**src/rtl/scff_chain_ctrl.sv**
```systemverilog
// Scan-chain (SCFF) self-test sequencer: injects a single 1 into the fabric scan chain and
// checks its arrival at the tail. Optional macro SCFF_CTRL_FLUSH_EN adds a zero-flush phase.
module scff_chain_ctrl #(
  parameter int SCANCHAIN_SIZE = 64,
  parameter int CNT_W          = 16
) (
  input  logic             op_clk,
  input  logic             greset,
  input  logic             start,
  input  logic             sc_tail,
  output logic             sc_head,
  output logic             test_en,
  output logic             io_isol_n,
  output logic             busy,
  output logic             done,
  output logic             pass,
  output logic [7:0]       err_count,
  output logic [CNT_W-1:0] fail_cycle
);

`ifdef SCFF_CTRL_FLUSH_EN
  localparam bit FLUSH_EN = 1'b1;
`else
  localparam bit FLUSH_EN = 1'b0;
`endif

  localparam logic [CNT_W-1:0] T_ZERO   = '0;
  localparam logic [CNT_W-1:0] T_ONE    = CNT_W'(1);
  localparam logic [CNT_W-1:0] T_N      = CNT_W'(SCANCHAIN_SIZE);
  localparam logic [CNT_W-1:0] T_N_M1   = CNT_W'(SCANCHAIN_SIZE - 1);
  localparam logic [CNT_W-1:0] T_N_P2   = CNT_W'(SCANCHAIN_SIZE + 2);
  localparam logic [CNT_W-1:0] ARM_LAST = CNT_W'(1);

  typedef enum logic [2:0] {
    S_IDLE,
    S_ARM,
    S_FLUSH,
    S_SHIFT,
    S_DONE
  } state_t;

  state_t           state;
  state_t           state_nxt;
  logic [CNT_W-1:0] cnt;
  logic [CNT_W-1:0] cnt_nxt;
  logic [7:0]       err_nxt;
  logic [CNT_W-1:0] fail_nxt;
  logic             mismatch;
  logic             sc_head_nxt;
  logic             test_en_nxt;
  logic             busy_nxt;
  logic             done_nxt;
  logic             pass_nxt;

  function automatic logic [7:0] sat_inc8(input logic [7:0] v);
    return (v == 8'hFF) ? v : v + 8'd1;
  endfunction

  // Without the flush phase the chain may hold stale data, so only the
  // arrival cycle and the two trailing cycles can be judged.
  function automatic logic check_en(input logic [CNT_W-1:0] t);
    if (FLUSH_EN) return (t >= T_ONE) && (t <= T_N_P2);
    else          return (t >= T_N)   && (t <= T_N_P2);
  endfunction

  always_comb begin
    state_nxt = state;
    cnt_nxt   = cnt;
    err_nxt   = err_count;
    fail_nxt  = fail_cycle;
    mismatch  = 1'b0;
    case (state)
      S_IDLE, S_DONE: begin
        if (start) begin
          state_nxt = S_ARM;
          cnt_nxt   = T_ZERO;
          err_nxt   = 8'd0;
          fail_nxt  = T_ZERO;
        end
      end
      S_ARM: begin
        if (cnt == ARM_LAST) begin
          cnt_nxt   = T_ZERO;
          state_nxt = FLUSH_EN ? S_FLUSH : S_SHIFT;
        end else begin
          cnt_nxt = cnt + T_ONE;
        end
      end
      S_FLUSH: begin
        if (cnt == T_N_M1) begin
          cnt_nxt   = T_ZERO;
          state_nxt = S_SHIFT;
        end else begin
          cnt_nxt = cnt + T_ONE;
        end
      end
      S_SHIFT: begin
        mismatch = check_en(cnt) && (sc_tail != (cnt == T_N));
        if (mismatch) begin
          err_nxt = sat_inc8(err_count);
          if (fail_cycle == T_ZERO) fail_nxt = cnt;
        end
        if (cnt == T_N_P2) begin
          cnt_nxt   = T_ZERO;
          state_nxt = S_DONE;
        end else begin
          cnt_nxt = cnt + T_ONE;
        end
      end
      default: begin
        state_nxt = S_IDLE;
        cnt_nxt   = T_ZERO;
      end
    endcase
  end

  // Output decode from the next state so every output is a plain register.
  always_comb begin
    sc_head_nxt = (state_nxt == S_SHIFT) && (state != S_SHIFT);
    test_en_nxt = (state_nxt != S_IDLE);
    busy_nxt    = (state_nxt == S_ARM) || (state_nxt == S_FLUSH) ||
                  (state_nxt == S_SHIFT);
    done_nxt    = (state_nxt == S_DONE);
    pass_nxt    = done_nxt && (err_nxt == 8'd0);
  end

  always_ff @(posedge op_clk) begin
    if (greset) begin
      state      <= S_IDLE;
      cnt        <= T_ZERO;
      sc_head    <= 1'b0;
      test_en    <= 1'b0;
      io_isol_n  <= 1'b0;
      busy       <= 1'b0;
      done       <= 1'b0;
      pass       <= 1'b0;
      err_count  <= 8'd0;
      fail_cycle <= T_ZERO;
    end else begin
      state      <= state_nxt;
      cnt        <= cnt_nxt;
      sc_head    <= sc_head_nxt;
      test_en    <= test_en_nxt;
      io_isol_n  <= test_en_nxt;
      busy       <= busy_nxt;
      done       <= done_nxt;
      pass       <= pass_nxt;
      err_count  <= err_nxt;
      fail_cycle <= fail_nxt;
    end
  end

endmodule
```
**config.mk**
```make
export PLATFORM = sky130hd
export DESIGN_NAME = scff_chain_ctrl
export DESIGN_NICKNAME = d
export VERILOG_FILES = /design/src/rtl/scff_chain_ctrl.sv
export SDC_FILE = /design/constraint.sdc
export NUM_CORES = 1
export LEC_CHECK = 0
export ABC_AREA = 1
export BUFFER_PORTS_ARGS = -buffer_cell sky130_fd_sc_hd__buf_4
export CAP_MARGIN = 25
export CORE_MARGIN = 2
export CORE_UTILIZATION = 55
export CTS_BUF_LIST = sky130_fd_sc_hd__clkbuf_8
export CTS_CLUSTER_SIZE = 40
export DETAILED_ROUTE_END_ITERATION = 10
export PLACE_DENSITY = 0.75
export SYNTH_ARGS = -nofsm -noshare
export SYNTH_HDL_FRONTEND = slang
export SYNTH_SLANG_ARGS = --single-unit
```
**constraint.sdc**
```tcl
create_clock -name op_clk -period 3.3 [get_ports op_clk]
set_input_delay 0.825 -clock op_clk [delete_from_list [all_inputs] [get_ports op_clk]]
set_output_delay 0.825 -clock op_clk [all_outputs]
set_load 0.02 [all_outputs]
```
# Word-level counts from Yosys, hierarchy flattened

Index checks and enable logic that the tools add are counted.

Flip-flop bits (word level): 48
Input port bits: 4
Output and inout port bits: 30

Add/subtract/negate cells: 2
Order comparisons: 2
Equality and inequality tests: 18
Multiplexer cells: 18
Reduce and logical (&&, ||, !) cells: 13

Operators with widths:

| kind                                                                                 | count |
|---|---|
| 16-bit 2-to-1 mux                                                                    | 6 |
| 16-bit one-hot mux with 4 select lines                                               | 1 |
| 16-bit by 7-bit == test with 1-bit output, second input constant                     | 2 |
| 16-bit one-hot mux with 2 select lines                                               | 1 |
| 8-bit 2-to-1 mux                                                                     | 3 |
| 16-bit by 1-bit adder with 16-bit output, second input constant                      | 1 |
| 16-bit by 1-bit == test with 1-bit output, second input constant                     | 1 |
| 16-bit by 6-bit == test with 1-bit output, second input constant                     | 1 |
| 16-bit by 7-bit greater-or-equal comparator with 1-bit output, second input constant | 1 |
| 16-bit by 7-bit <= comparator with 1-bit output, second input constant               | 1 |
| 16-bit logical NOT                                                                   | 1 |
| 8-bit one-hot mux with 2 select lines                                                | 1 |
| 3-bit by 2-bit == test with 1-bit output, second input constant                      | 4 |
| 3-bit 2-to-1 mux                                                                     | 4 |
| 3-bit one-hot mux with 4 select lines                                                | 1 |
| 8-bit by 1-bit adder with 8-bit output, second input constant                        | 1 |
| 8-bit == test, second input constant                                                 | 1 |
| 8-bit logical NOT                                                                    | 1 |
| 3-bit by 1-bit == test with 1-bit output, second input constant                      | 2 |
| 3-bit == test, second input constant                                                 | 2 |
| 2-bit != test, second input constant                                                 | 3 |
| 1-bit logical AND                                                                    | 4 |
| 4-bit AND reduction                                                                  | 1 |
| 3-bit logical NOT                                                                    | 1 |
| other kinds (7)                                                                      | 8 |

# Logic depth before layout (Yosys ltp)

Word-level depth: 8
Mapped depth: 15
Mapped depth without buffers: 15

# Worst setup path before layout

OpenSTA, ideal clock, no wires.

Path kind: in2reg
Start point: in sc_tail
End point: reg fail_cycle[10]
Arrival time: 1.844 ns
Data required time: 3.226 ns
Path slack: 1.383 ns
Stages on the path: 9
Cell sequence: inv_1 nor3_2 nand2_1 nand3_4 nor2_1 o21a_1 buf_6 buf_8 nor3b_2

Word-level cells in the longest chain between the ends: 4

RTL lines:

| item                          | line | RTL |
|---|---|---|
| from (decl)                   | 10   | `input logic sc_tail,` |
| 1-bit != test                 | 98   | `mismatch = check_en(cnt) && (sc_tail != (cnt == T_N));` |
| 1-bit logical AND             | 98   |  |
| 2-bit != test (no line)       | -    |  |
| 4-bit AND reduction (no line) | -    |  |
| to (signal assigned)          | 149  | `fail_cycle <= fail_nxt;` |
| to (decl)                     | 18   | `output logic [CNT_W-1:0] fail_cycle` |

No other way between the ends.
A chain may end at the register's enable or synchronous reset.

# Final worst setup path

Start point: reg cnt[1]
End point: reg fail_cycle[1]

Word-level cells in the longest chain between the ends: 6
Elaborated cells between the ends (all ways): 12

RTL lines:

| item                                                                                                                             | line | RTL |
|---|---|---|
| from (decl)                                                                                                                      | 44   | `logic [CNT_W-1:0] cnt;` |
| from (signal assigned)                                                                                                           | 141  | `cnt <= cnt_nxt;` |
| 16-bit by 7-bit greater-or-equal comparator with 1-bit output or 16-bit by 7-bit <= comparator with 1-bit output (tied branches) | 63   | `else return (t >= T_N) && (t <= T_N_P2);` |
| 1-bit logical AND                                                                                                                | 63   |  |
| 1-bit 2-to-1 mux                                                                                                                 | 72   | `case (state)` |
| 1-bit logical AND                                                                                                                | 98   |  |
| 2-bit != test (no line)                                                                                                          | -    |  |
| 4-bit AND reduction (no line)                                                                                                    | -    |  |

Several ways; a longest one is shown, not always the timed one. The select of a mux whose other input is x is not followed.

==> impl_metrics.ini <==
[run_status]
outcome = complete, no violations

[routing]
drtAntennaViolNets = 0
top_layer_used = met4
dr_total_vias = 2395
drt-total-wl_mm = 5.64
wl_met3_um = 234
drt_iter0_markers = 138
wl_per_cell_um = 12.6
wl_met1_mm = 2.83
firstDrtPassIters = 4
wl_met2_mm = 2.52
drt-vias-per-instance = 5.33
drc_errors = 0

[yosys]
synth_top_family_by_area = simple AND/OR/NAND/NOR gates
seq_area_frac_synth_pct = 36.7
synthAdderAreaFrac_pct = 1.91
yosys.area_share.simple_pct = 43.2
netlist_instances = 362
yosysUniqueCellTypes = 40
synth_area_um2 = 2620
synth_area_per_cell_um2 = 7.23
synth_compound_area_share_pct = 8.51
synth-warning-count = 0
synth.area.mux_share_pct = 0
syn_nets = 370
synth_xor_area_share_pct = 0.669
ys_ff_latch = 48

[cells_and_area]
utilization_pct = 63.9
area_growth_pct = 13.8
antenna-diode-count = 0
fill_cells = 419
final_cell_mix = nand2_1, nor2_1, dfxtp_1
fin_nets = 402
drive_gt1_share_pct = 19.5
final_common_cell = nand2_1

[grt]
grt_usage_pct = 22.8
grt_pass1_wl_mm = 9.74
grt_pass1_vias = 2218
grt_overflow = 0
grt_max_degree = 36
antenna_found_initial = 0

[clock_network]
cts_tree = done
numCtsBuffers = 5
clock_path_buffers = 2
ctsResizeCount = 0
path_clk_slew_ps = 100
post_cts_buffers = 0
cts_root_buf = clkbuf_8
cts_sinks = 48
cts_hold_buffers = 0
htreeDepth = 2
clk_latency_ps = 310

[timing]
min_period_ps = 2360
finalSetupViolCount = 0
slew-limit-headroom_pct = 48.0
fin_skew_ps = 9.49
setup_ws_ps = 938
finalHoldViolations = 0
drv_slew = 0
tightest_slew_ps = 780
fin_crit_sh_pct = 71.6
fmax_mhz = 423
rsz0062_at_grt = false
finalSetupTns_ps = 0

[power_and_ir_drop]
ir_worst_vdd_v = 0.000275
p_per_area_nw_per_um2 = 386
leakage_nw = 1.34

[floorplan]
num_rows = 25
die_w_um = 73.0
initial_core_util_pct = 56.2
core_area_um2 = 4660
ioPinCount = 34
die_y_um = 73.0
fp.dieArea_um2 = 5330

[critical_path]
path_max_fanout = 18
endpoint_kind = flop
reg2reg_from = cnt[1]
reg2reg_slack_ps = 940
critical_path_required_ps = 3510
crit_arrival_ps = 2570
r2r-end = fail_cycle[1]
crit_type = reg -> reg
startpoint_type = flop
rr_worst_depth = 12

[min_path]
hp-start = fail_cycle[2]
hold_depth = 1
hp-class = reg -> reg
hold-path-endpoint = fail_cycle[2]

[job]
cap_violations = 0

[placement]
hpwl_mm = 4.17
dp_slack_ps = 810
gp_congestion = 0.860
port-buffer-count = 33
-- state kept, by name, indices dropped and copies added (netlist names) --
name        count
cnt            16
fail_cycle     16
err_count       8
state           3
busy            1
done            1
io_isol_n       1
pass            1
sc_head         1
-- worst max path at each step --
stage                 start              to  slack, ps  cells past startpoint
CTS                  cnt[1]   fail_cycle[1]        930                     12
global route         cnt[1]   fail_cycle[1]        630                     12
global placement    sc_tail   fail_cycle[0]        870                     10
detailed placement  sc_tail   fail_cycle[1]        810                     10
floorplan           sc_tail  fail_cycle[10]       1380                      9
finish               cnt[1]   fail_cycle[1]        940                     12
-- logic make-up after synthesis --
logic type / Yosys count
simple gates: 214
buf+inv: 57
flops: 48
compound gates: 37
fa+ha+maj: 4
xor+xnor: 2
-- worst max-delay path, stage by stage (launching register included) --
cell	delay, ps
dfxtp_1	350
inv_1	140
ha_1	180
nand3_2	80
nor2_1	170
nand2_1	90
nand2_2	110
nand3_4	100
nor2_1	120
o21a_1	640
o21ai_1	140
nand2_1	100
nor2_1	40
-- report_power, final --
part,leakage [nW],switching (mW),internal [mW]
combinational,0.901,0.117,0.0543
sequential,0.388,0.0118,0.593
clock,0.0491,0.217,0.156
total,1.34,0.346,0.804
-- synth_stat cells (all sizes together) --
cell     count  area share, %
nand2       87             13
nor2        58             10
dfxtp       48             37
inv         48            6.9
nand3       26            6.5
nand4       14            3.3
nor3b       14            6.4
o21ai       14            2.7
a21oi       13            2.5
nor3         9            1.9
clkbuf       5           0.72
buf          4            1.4
ha           4            1.9
nor4         4           0.96
a211oi       2           0.57
nand3b       2           0.57
o21bai       2           0.57
a22oi        1           0.29
a31oi        1           0.24
o2111ai      1           0.33
o211ai       1           0.81
o21a         1           0.29
o22ai        1           0.24
xnor2        1           0.33
xor2         1           0.33
-- metrics by stage --
stage | hold slack, ps | area [um2] | total power, mW | cells
final | 502 | 2980 | 1.15 | 449
after global routing | 523 | 2980 | 1.20 | 449
after CTS | 507 | 2980 | 1.16 | 449
after detailed placement | 491 | 2880 | 0.789 | 441
after global placement | 480 | 2880 | 0.786 | 441
after floorplan | 471 | 2620 | 0.748 | 362
-- final cells by class --
type / instances / area, um2 / area share [%]
Clock buffer: 5 / 68.8 / 2.31
Timing Repair Buffer: 34 / 255 / 8.57
Sequential cell: 48 / 961 / 32.3
Multi-Input combinational cell: 257 / 1420 / 47.7
Tap cell: 54 / 67.6 / 2.27
Clock inverter: 3 / 26.3 / 0.882
Inverter: 48 / 180 / 6.05
-- routing by layer --
layer  vias to the layer above  global-route usage (%)
met5                         -                       0
met4                         0                    7.61
met3                         8                    3.73
met2                        50                    35.6
met1                      1092                    31.9
li1                       1245                       -
(Power assumes the default switching activity.)
